File: config.mk
export PLATFORM = sky130hd
export DESIGN_NAME = serial_alu_flat
export DESIGN_NICKNAME = d
export VERILOG_FILES = /design/src/rtl/serial_alu_if.sv /design/src/rtl/serial_alu.sv /design/src/flat_wrapper.sv
export SDC_FILE = /design/constraint.sdc
export NUM_CORES = 1
export LEC_CHECK = 0
export CAP_MARGIN = 20
export CORE_UTILIZATION = 45
export CTS_BUF_LIST = sky130_fd_sc_hd__clkbuf_8
export DETAILED_ROUTE_END_ITERATION = 10
export GPL_ROUTABILITY_DRIVEN = 0
export PLACE_DENSITY = 0.72
export SYNTH_ARGS = -nofsm -noshare
export SYNTH_HDL_FRONTEND = slang
export SYNTH_SLANG_ARGS = --single-unit
File: constraint.sdc
create_clock -name clk -period 2.15 [get_ports clk]
set_input_delay 0.43 -clock clk [delete_from_list [all_inputs] [get_ports clk]]
set_output_delay 0.43 -clock clk [all_outputs]
set_load 0.005 [all_outputs]
File: src/rtl/serial_alu_if.sv
// Request/response bundle for the bit-serial ALU.
// master: the requester that drives operands.
// slave: the ALU that returns registered results and flags.
interface serial_alu_if #(
  parameter int WIDTH = 4
);
  logic             start;
  logic [1:0]       op;
  logic [WIDTH-1:0] a;
  logic [WIDTH-1:0] b;
  logic             busy;
  logic             done;
  logic [WIDTH-1:0] result;
  logic             cout;
  logic             ovf;
  logic             zero;

  modport master (
    output start, op, a, b,
    input  busy, done, result, cout, ovf, zero
  );

  modport slave (
    input  start, op, a, b,
    output busy, done, result, cout, ovf, zero
  );
endinterface

File: src/rtl/serial_alu.sv
// Bit-serial ALU. Operands are captured in parallel, then streamed LSB-first
// through one full-adder/logic slice per clock. A carry flop links successive
// bits. The assembled word and its flags are published together with a
// one-cycle done pulse.
module serial_alu #(
  parameter int WIDTH = 4
) (
  input  logic          clk,
  input  logic          reset,
  serial_alu_if.slave   bus
);

  localparam int CNT_W = (WIDTH > 2) ? $clog2(WIDTH) : 1;
  localparam logic [CNT_W-1:0] LAST_BIT = CNT_W'(WIDTH - 1);

  localparam logic [1:0] OP_ADD = 2'b00;
  localparam logic [1:0] OP_SUB = 2'b01;
  localparam logic [1:0] OP_AND = 2'b10;
  localparam logic [1:0] OP_XOR = 2'b11;

  typedef enum logic [1:0] {
    S_IDLE  = 2'b00,
    S_SHIFT = 2'b01,
    S_DONE  = 2'b10
  } state_t;

  // One-bit slice. Returns {carry_out, bit_out}.
  // Subtraction is a + ~b + 1: b is inverted here, and the +1 comes from the
  // carry flop being preset at capture. Logic ops force the carry to 0.
  function automatic logic [1:0] bit_slice(input logic [1:0] op,
                                           input logic       a_bit,
                                           input logic       b_bit,
                                           input logic       c_in);
    logic b_eff;
    logic [1:0] res;
    b_eff = (op == OP_SUB) ? ~b_bit : b_bit;
    res   = 2'b00;
    case (op)
      OP_ADD, OP_SUB: begin
        res[0] = a_bit ^ b_eff ^ c_in;
        res[1] = (a_bit & b_eff) | (a_bit & c_in) | (b_eff & c_in);
      end
      OP_AND:  res = {1'b0, a_bit & b_eff};
      OP_XOR:  res = {1'b0, a_bit ^ b_eff};
      default: res = 2'b00;
    endcase
    return res;
  endfunction

  state_t             state_q,  state_d;
  logic [CNT_W-1:0]   cnt_q,    cnt_d;
  logic               carry_q,  carry_d;
  logic [1:0]         op_q,     op_d;
  logic [WIDTH-1:0]   a_sr_q,   a_sr_d;
  logic [WIDTH-1:0]   b_sr_q,   b_sr_d;
  logic [WIDTH-2:0]   r_sr_q,   r_sr_d;
  logic [WIDTH-1:0]   result_q, result_d;
  logic               cout_q,   cout_d;
  logic               ovf_q,    ovf_d;
  logic               zero_q,   zero_d;
  logic               busy_q,   busy_d;
  logic               done_q,   done_d;

  logic [1:0]         slice;
  logic [WIDTH-1:0]   word;
  logic               is_arith;

  // Next-state, datapath shift and result publication.
  always_comb begin
    state_d  = state_q;
    cnt_d    = cnt_q;
    carry_d  = carry_q;
    op_d     = op_q;
    a_sr_d   = a_sr_q;
    b_sr_d   = b_sr_q;
    r_sr_d   = r_sr_q;
    result_d = result_q;
    cout_d   = cout_q;
    ovf_d    = ovf_q;
    zero_d   = zero_q;
    busy_d   = busy_q;
    done_d   = 1'b0;

    slice    = bit_slice(op_q, a_sr_q[0], b_sr_q[0], carry_q);
    word     = {slice[0], r_sr_q};
    is_arith = (op_q == OP_ADD) || (op_q == OP_SUB);

    case (state_q)
      S_IDLE: begin
        busy_d = 1'b0;
        if (bus.start) begin
          a_sr_d  = bus.a;
          b_sr_d  = bus.b;
          op_d    = bus.op;
          carry_d = (bus.op == OP_SUB);
          cnt_d   = '0;
          busy_d  = 1'b1;
          state_d = S_SHIFT;
        end
      end
      S_SHIFT: begin
        busy_d  = 1'b1;
        r_sr_d  = word[WIDTH-1:1];
        a_sr_d  = {1'b0, a_sr_q[WIDTH-1:1]};
        b_sr_d  = {1'b0, b_sr_q[WIDTH-1:1]};
        carry_d = slice[1];
        cnt_d   = cnt_q + 1'b1;
        if (cnt_q == LAST_BIT) begin
          // The slice is now at the MSB. Overflow is its carry-in XOR carry-out.
          cnt_d    = '0;
          state_d  = S_DONE;
          result_d = word;
          cout_d   = is_arith & slice[1];
          ovf_d    = is_arith & (carry_q ^ slice[1]);
          zero_d   = (word == '0);
          done_d   = 1'b1;
        end
      end
      S_DONE: begin
        busy_d  = 1'b0;
        state_d = S_IDLE;
      end
      default: begin
        busy_d  = 1'b0;
        state_d = S_IDLE;
      end
    endcase
  end

  // State, shift registers and published outputs.
  // Reset clears everything and drops any in-flight operation.
  always_ff @(posedge clk) begin
    if (reset) begin
      state_q  <= S_IDLE;
      cnt_q    <= '0;
      carry_q  <= 1'b0;
      op_q     <= 2'b00;
      a_sr_q   <= '0;
      b_sr_q   <= '0;
      r_sr_q   <= '0;
      result_q <= '0;
      cout_q   <= 1'b0;
      ovf_q    <= 1'b0;
      zero_q   <= 1'b0;
      busy_q   <= 1'b0;
      done_q   <= 1'b0;
    end else begin
      state_q  <= state_d;
      cnt_q    <= cnt_d;
      carry_q  <= carry_d;
      op_q     <= op_d;
      a_sr_q   <= a_sr_d;
      b_sr_q   <= b_sr_d;
      r_sr_q   <= r_sr_d;
      result_q <= result_d;
      cout_q   <= cout_d;
      ovf_q    <= ovf_d;
      zero_q   <= zero_d;
      busy_q   <= busy_d;
      done_q   <= done_d;
    end
  end

  assign bus.busy   = busy_q;
  assign bus.done   = done_q;
  assign bus.result = result_q;
  assign bus.cout   = cout_q;
  assign bus.ovf    = ovf_q;
  assign bus.zero   = zero_q;

endmodule

File: src/flat_wrapper.sv
// flat-port wrapper written by rule: the top's interface ports become plain ports
module serial_alu_flat 
#(
  parameter int WIDTH = 4
)
  (clk, reset, bus_start, bus_op, bus_a, bus_b, bus_busy, bus_done, bus_result, bus_cout, bus_ovf, bus_zero);
  serial_alu_if #(.WIDTH(WIDTH)) bus_i ();
  input  logic clk;
  input  logic reset;
  input wire logic [$bits(bus_i.start)-1:0] bus_start;
  input wire logic [$bits(bus_i.op)-1:0] bus_op;
  input wire logic [$bits(bus_i.a)-1:0] bus_a;
  input wire logic [$bits(bus_i.b)-1:0] bus_b;
  output wire logic [$bits(bus_i.busy)-1:0] bus_busy;
  output wire logic [$bits(bus_i.done)-1:0] bus_done;
  output wire logic [$bits(bus_i.result)-1:0] bus_result;
  output wire logic [$bits(bus_i.cout)-1:0] bus_cout;
  output wire logic [$bits(bus_i.ovf)-1:0] bus_ovf;
  output wire logic [$bits(bus_i.zero)-1:0] bus_zero;
  assign bus_i.start = bus_start;
  assign bus_i.op = bus_op;
  assign bus_i.a = bus_a;
  assign bus_i.b = bus_b;
  assign bus_busy = bus_i.busy;
  assign bus_done = bus_i.done;
  assign bus_result = bus_i.result;
  assign bus_cout = bus_i.cout;
  assign bus_ovf = bus_i.ovf;
  assign bus_zero = bus_i.zero;
  serial_alu #(.WIDTH(WIDTH)) u_core (.clk(clk), .reset(reset), .bus(bus_i));
endmodule
After elaboration in Yosys (flattened, before gate mapping). Cells that the tools add are included.

Register bits: 27. Input port bits: 13. Output and inout port bits: 9. Word-level logic and storage cells: 62.

Add/subtract/negate cells: 1. Equality and inequality tests: 8. Muxes and demuxes: 17. Bitwise gates (word level): 12. Reductions and logical operators: 11.

Operators with widths (count): case mux 4 bit (2 select lines) (2); two-way mux 2 bit (4); two-way mux 4 bit (2); case mux 2 bit (2 select lines) (2); AND reduction 2 bit (4); equality test 2 x 1 -> 1 bit (second input constant) (3); equality test 2 bit (second input constant) (3); case mux 2 bit (3 select lines) (1); bitwise AND 1 bit (5); logical NOT 2 bit (2); logical NOT 4 bit (1); two-way mux 1 bit (4); case mux 1 bit (2 select lines) (2); OR reduction 2 bit (2); bitwise XOR 1 bit (3); adder 2 x 1 -> 2 bit (second input constant) (1); inequality test 2 x 1 -> 1 bit (second input constant) (1); inequality test 2 bit (second input constant) (1); inverter 1 bit (2); OR 1 bit (2); nonzero test 2 bit (1); logical OR 1 bit (1).

Longest topological paths before layout.
Word-level depth: 8. Mapped depth: 7. Gate-level depth less buffers: 7.

Worst setup path after synthesis. OpenSTA, ideal clock, no wires.

Path type: register -> register. Start: reg u_core.op_q[1]. End: reg u_core.result_q[3], in the netlist u_core.bus.result[3]. Library setup time: 132 ps. Arrival: 1524 ps. Required time: 2018 ps. Setup slack: 495 ps. Stages on the path, launching flop included: 8. Buffers on the path: 0. Clock period less this slack: 1655 ps. Cells stage by stage: dfxtp_1 > inv_1 > nand2_1 > xnor2_1 > fa_1 > or2_2 > o21ai_0 > o31ai_1.

Longest elaborated chain between the ends: 5. Elaborated cells on any way between the ends: 10. Classes of those cells: 3 x eq/ne; 2 x mux; 3 x bitwise; 2 x reduce/logical.

RTL lines: start, declared (RTL line serial_alu.sv:53) `logic [1:0] op_q, op_d;`; start signal, assigned (RTL line serial_alu.sv:151) `op_q <= op_d;`; equality test 2 x 1 -> 1 bit (RTL line serial_alu.sv:36, serial_alu.sv:38); two-way mux 1 bit (RTL line serial_alu.sv:36) `b_eff = (op == OP_SUB) ? ~b_bit : b_bit;`; bitwise XOR 1 bit (RTL line serial_alu.sv:40, serial_alu.sv:44); bitwise XOR 1 bit (RTL line serial_alu.sv:40) `res[0] = a_bit ^ b_eff ^ c_in;`; case mux 2 bit (3 select lines) (*) (RTL line serial_alu.sv:38) `case (op)`; end signal, assigned (RTL line serial_alu.sv:155) `result_q <= result_d;`; end, declared (RTL line serial_alu.sv:57) `logic [WIDTH-1:0] result_q, result_d;`.

Every way passes the cells marked *; elsewhere a longest branch is shown, timed or not. A chain may end at the register's enable or synchronous reset.

Worst setup path after layout.
Start: reg u_core.op_q[1]. End: reg u_core.zero_q, in the netlist u_core.bus.zero.

Longest elaborated chain between the ends: 6. Elaborated cells on any way between the ends: 11. Classes of those cells: 3 x eq/ne; 2 x mux; 3 x bitwise; 3 x reduce/logical.

RTL lines: equality test 2 x 1 -> 1 bit (RTL line serial_alu.sv:36, serial_alu.sv:38); two-way mux 1 bit (RTL line serial_alu.sv:36); bitwise XOR 1 bit (RTL line serial_alu.sv:40, serial_alu.sv:44); bitwise XOR 1 bit (RTL line serial_alu.sv:40); case mux 2 bit (3 select lines) (*) (RTL line serial_alu.sv:38); logical NOT 4 bit (*) (RTL line serial_alu.sv:115) `zero_d = (word == '0);`; end signal, assigned (RTL line serial_alu.sv:158) `zero_q <= zero_d;`; end, declared (RTL line serial_alu.sv:60) `logic zero_q, zero_d;`.

Marked as above.

==> impl_results.md <==
- Pre-CTS setup slack: approximately 0.33 ns
- Vias in the first global route: 876
- Period minus WS final: 1.82 ns
- Global-route wire length before repair: about 4100 µm
- Detail Route Antenna Nets: 0
- IO Pins: 22
- Vias per cell: 5.30
- Worst setup EP type: flop
- Initial core utilization: between 40% and 50%
- Drt wl/cell: 12.8 µm
- Post-route setup TNS: 0 ns
- Clock Skews: approximately 0.0085 ns
- Via count: approximately 950
- Slew of the pin with the lowest slew margin: ~0.4 ns
- Worst Path Required: between 2 and 2.5 ns
- CTS clk-pin slew, worst paths: roughly 0.090 ns
- Post-synth top area share: a little under half
- Core area: between 0.002 and 0.0025 mm²
- DRC: 0
- Detailed placer's ending HPWL: ~1600 µm
- RSZ-0062 raised after global routing: false
- GRT overflow: 0
- DRT Pass-1 Iters: 4
- Synth area leaders: dfxtp_1, nand2_1, nor2_1
- Fmax: 550 MHz
- Hold Buf Count CTS: 0
- Std-Cell Rows: 18
- P&R area growth vs syn: 21.1%
- Post-Synthesis Cells: ~130
- Iter 0 DRT Violations: 21
- Synth unique cells: 35
- Post-Syn Nets: 145
- Final setup fails: 0
- DRT Wirelength: 2280 µm
- Die width: roughly 53 µm
- Syn avg cell area: between 9 and 10 µm²
- Worst Hold Class: reg2reg
- CP Max Fanout: 5
- Final Instance Area: approximately 0.0014 mm²
- Fin. Hold Viols: 0
- Relative slew margins: a little over 70%
- Clk buf depth: 2
- DIE AREA: ~0.0028 mm²
- Fillcell total: 239
- Port bufs: 21
- Yosys top cell by area: dfxtp_1
- Leak: approximately 0.55 nW
- Outcome: complete, no violations
- H-tree levels: 1
- Pwr Total: between 0.0009 and 0.001 W
- Worst VDD drop: about 0.59 mV
- Ant diodes: 0
- Die extent in y: around 53 µm
- Post-CTS setup repair buffer count: 0
- Clk root buf: clkbuf_8
- Arrival @ worst endpoint: just over 2 ns
- Clock Latency Late Sink: roughly 0.27 ns
- Multi-input gate area: approximately 560 µm²
- Slew Viols, Final: 0
- Placed Cells incl. Taps: between 150 and 200
- Area after DPL: ~0.0014 mm²
- Nets: about 170
- # resized after CTS: 0
- Final cell count without fillers: between 150 and 200
- Critical setup path kind: reg2reg
- Final worst slack: roughly 0.33 ns
- Sequential fraction of the synthesis area: approximately 46%
- Final Cycle Share: between 80% and 90%
- Layout cells sized above 1: approximately a tenth
- Yosys warnings: 0
- Clock Sink Count: 27
- Seq cells post-synth: 27
- Tot GR Track Use: just over 20%
- PD cells: roughly 670 mW/mm²
- Synth Cell Area: ~0.0012 mm²
- CTS tree: yes
- Initial antenna violation count: 0
- Max-Cap Viols: 0
- Largest net degree at the start of global routing: 17
- Startpoint class of the critical path: flop
- Register area: ~540 µm²
- TritonCTS Buffers: 3
## Yosys cell counts (all sizes together)
cell type and number:
or3 2, nand3b 2, or2 1, clkbuf 2, dfxtp 27, nor3b 1, ha 2, o21ai 1
a22oi 4, buf 6, a21oi 8, inv 3, nor2b 1, a311oi 7, o211ai 1, mux2i 3
xnor2 2, o21ba 1, nor2 17, or2b 1, and2b 1, a32o 1, o21bai 1, o31ai 1
nand2 24, nand3 5, mux2 1, fa 1, nor3 2
## layout by cell type, fill, tap and decap left out, types with 2 or more instances in the layout
cell type / netlist / routed
nand3_1: 5 / 5
nor3_1: 2 / 2
xnor2_1: 2 / 2
nor2_1: 17 / 17
inv_1: 3 / 4
buf_4: 1 / 3
a311oi_1: 6 / 6
mux2i_1: 3 / 3
ha_1: 2 / 2
a22oi_1: 4 / 4
dfxtp_1: 27 / 27
clkbuf_8: 0 / 3
clkdlybuf4s50_1: 0 / 21
or3_1: 2 / 2
a21oi_1: 8 / 8
nand2_1: 23 / 23
nand3b_1: 2 / 2
## worst paths after layout
kind              depth (start not counted)           start              end  slack [ns]
setup reg to reg                          7  u_core.op_q[1]  u_core.bus.zero        0.33
setup / recovery                          7  u_core.op_q[1]  u_core.bus.zero        0.33
hold reg to reg                           2  u_core.bus.ovf   u_core.bus.ovf        0.46
hold / removal                            2  u_core.bus.ovf   u_core.bus.ovf        0.46
## flip-flops by register name, summed over array words and instances, names as in the netlist, 2 cells and up
| register | cells |
|---|---|
| u_core.r_sr_q | 3 |
| u_core.a_sr_q | 4 |
| u_core.op_q | 2 |
| u_core.bus.result | 4 |
| u_core.state_q | 2 |
| u_core.cnt_q | 2 |
| u_core.b_sr_q | 4 |
## metrics by stage
step / hold WS [ns] / utilization, %
final: 0.455 / 57.7
after detailed placement: 0.445 / 55.9
after floorplan: 0.445 / -
after global routing: 0.473 / 57.7
after CTS: 0.458 / 57.7
after global placement: 0.446 / 55.9
## layout make-up
type | count | area share (%)
multi-input combinational | 91 | 39.3
inverter | 3 | 0.788
tap | 30 | 2.63
sequential | 27 | 37.8
clock buffer | 3 | 2.89
timing repair buffer | 24 | 16.3
clock inverter | 1 | 0.263
## worst max-delay path: stages, from the launching register on
cell and delay [ns]:
dfxtp_1 0.35, inv_1 0.09, nand2_1 0.07, xnor2_1 0.23, fa_1 0.45, or2_2 0.29, o21ai_0 0.13, a32o_1 0.17
## cells by family (layout without fill, tap and decap cells)
logic type                 Yosys count  in the layout  synth area share, %
AOI/OAI and AO/OA                   25             25                 15.7
adders and majority gates            3              3                 3.82
and+or+nand+nor                     57             57                 23.1
muxes                                4              4                 3.50
DFF                                 27             27                 45.8
xor gates and xnor gates             2              2                 1.48
buffers and inverters               11             31                 6.57
## power by group
| part | switching [W] | internal (W) |
|---|---|---|
| logic | 0.0000665 | 0.0000682 |
| clock network | 0.000153 | 0.000128 |
| registers | 0.0000188 | 0.000523 |
## routing by layer
layer  part of all wire, %  routed length (µm)  global-route usage (%)  up-vias
li1                      -                   -                       -      484
met2                    45                1030                    30.8       21
met4                   1.7                  38                    7.89        0
met5                     0                   0                       0        -
met1                    49                1120                    27.5      439
met3                   4.3                  99                    5.17        4
(Power assumes the default switching activity.)
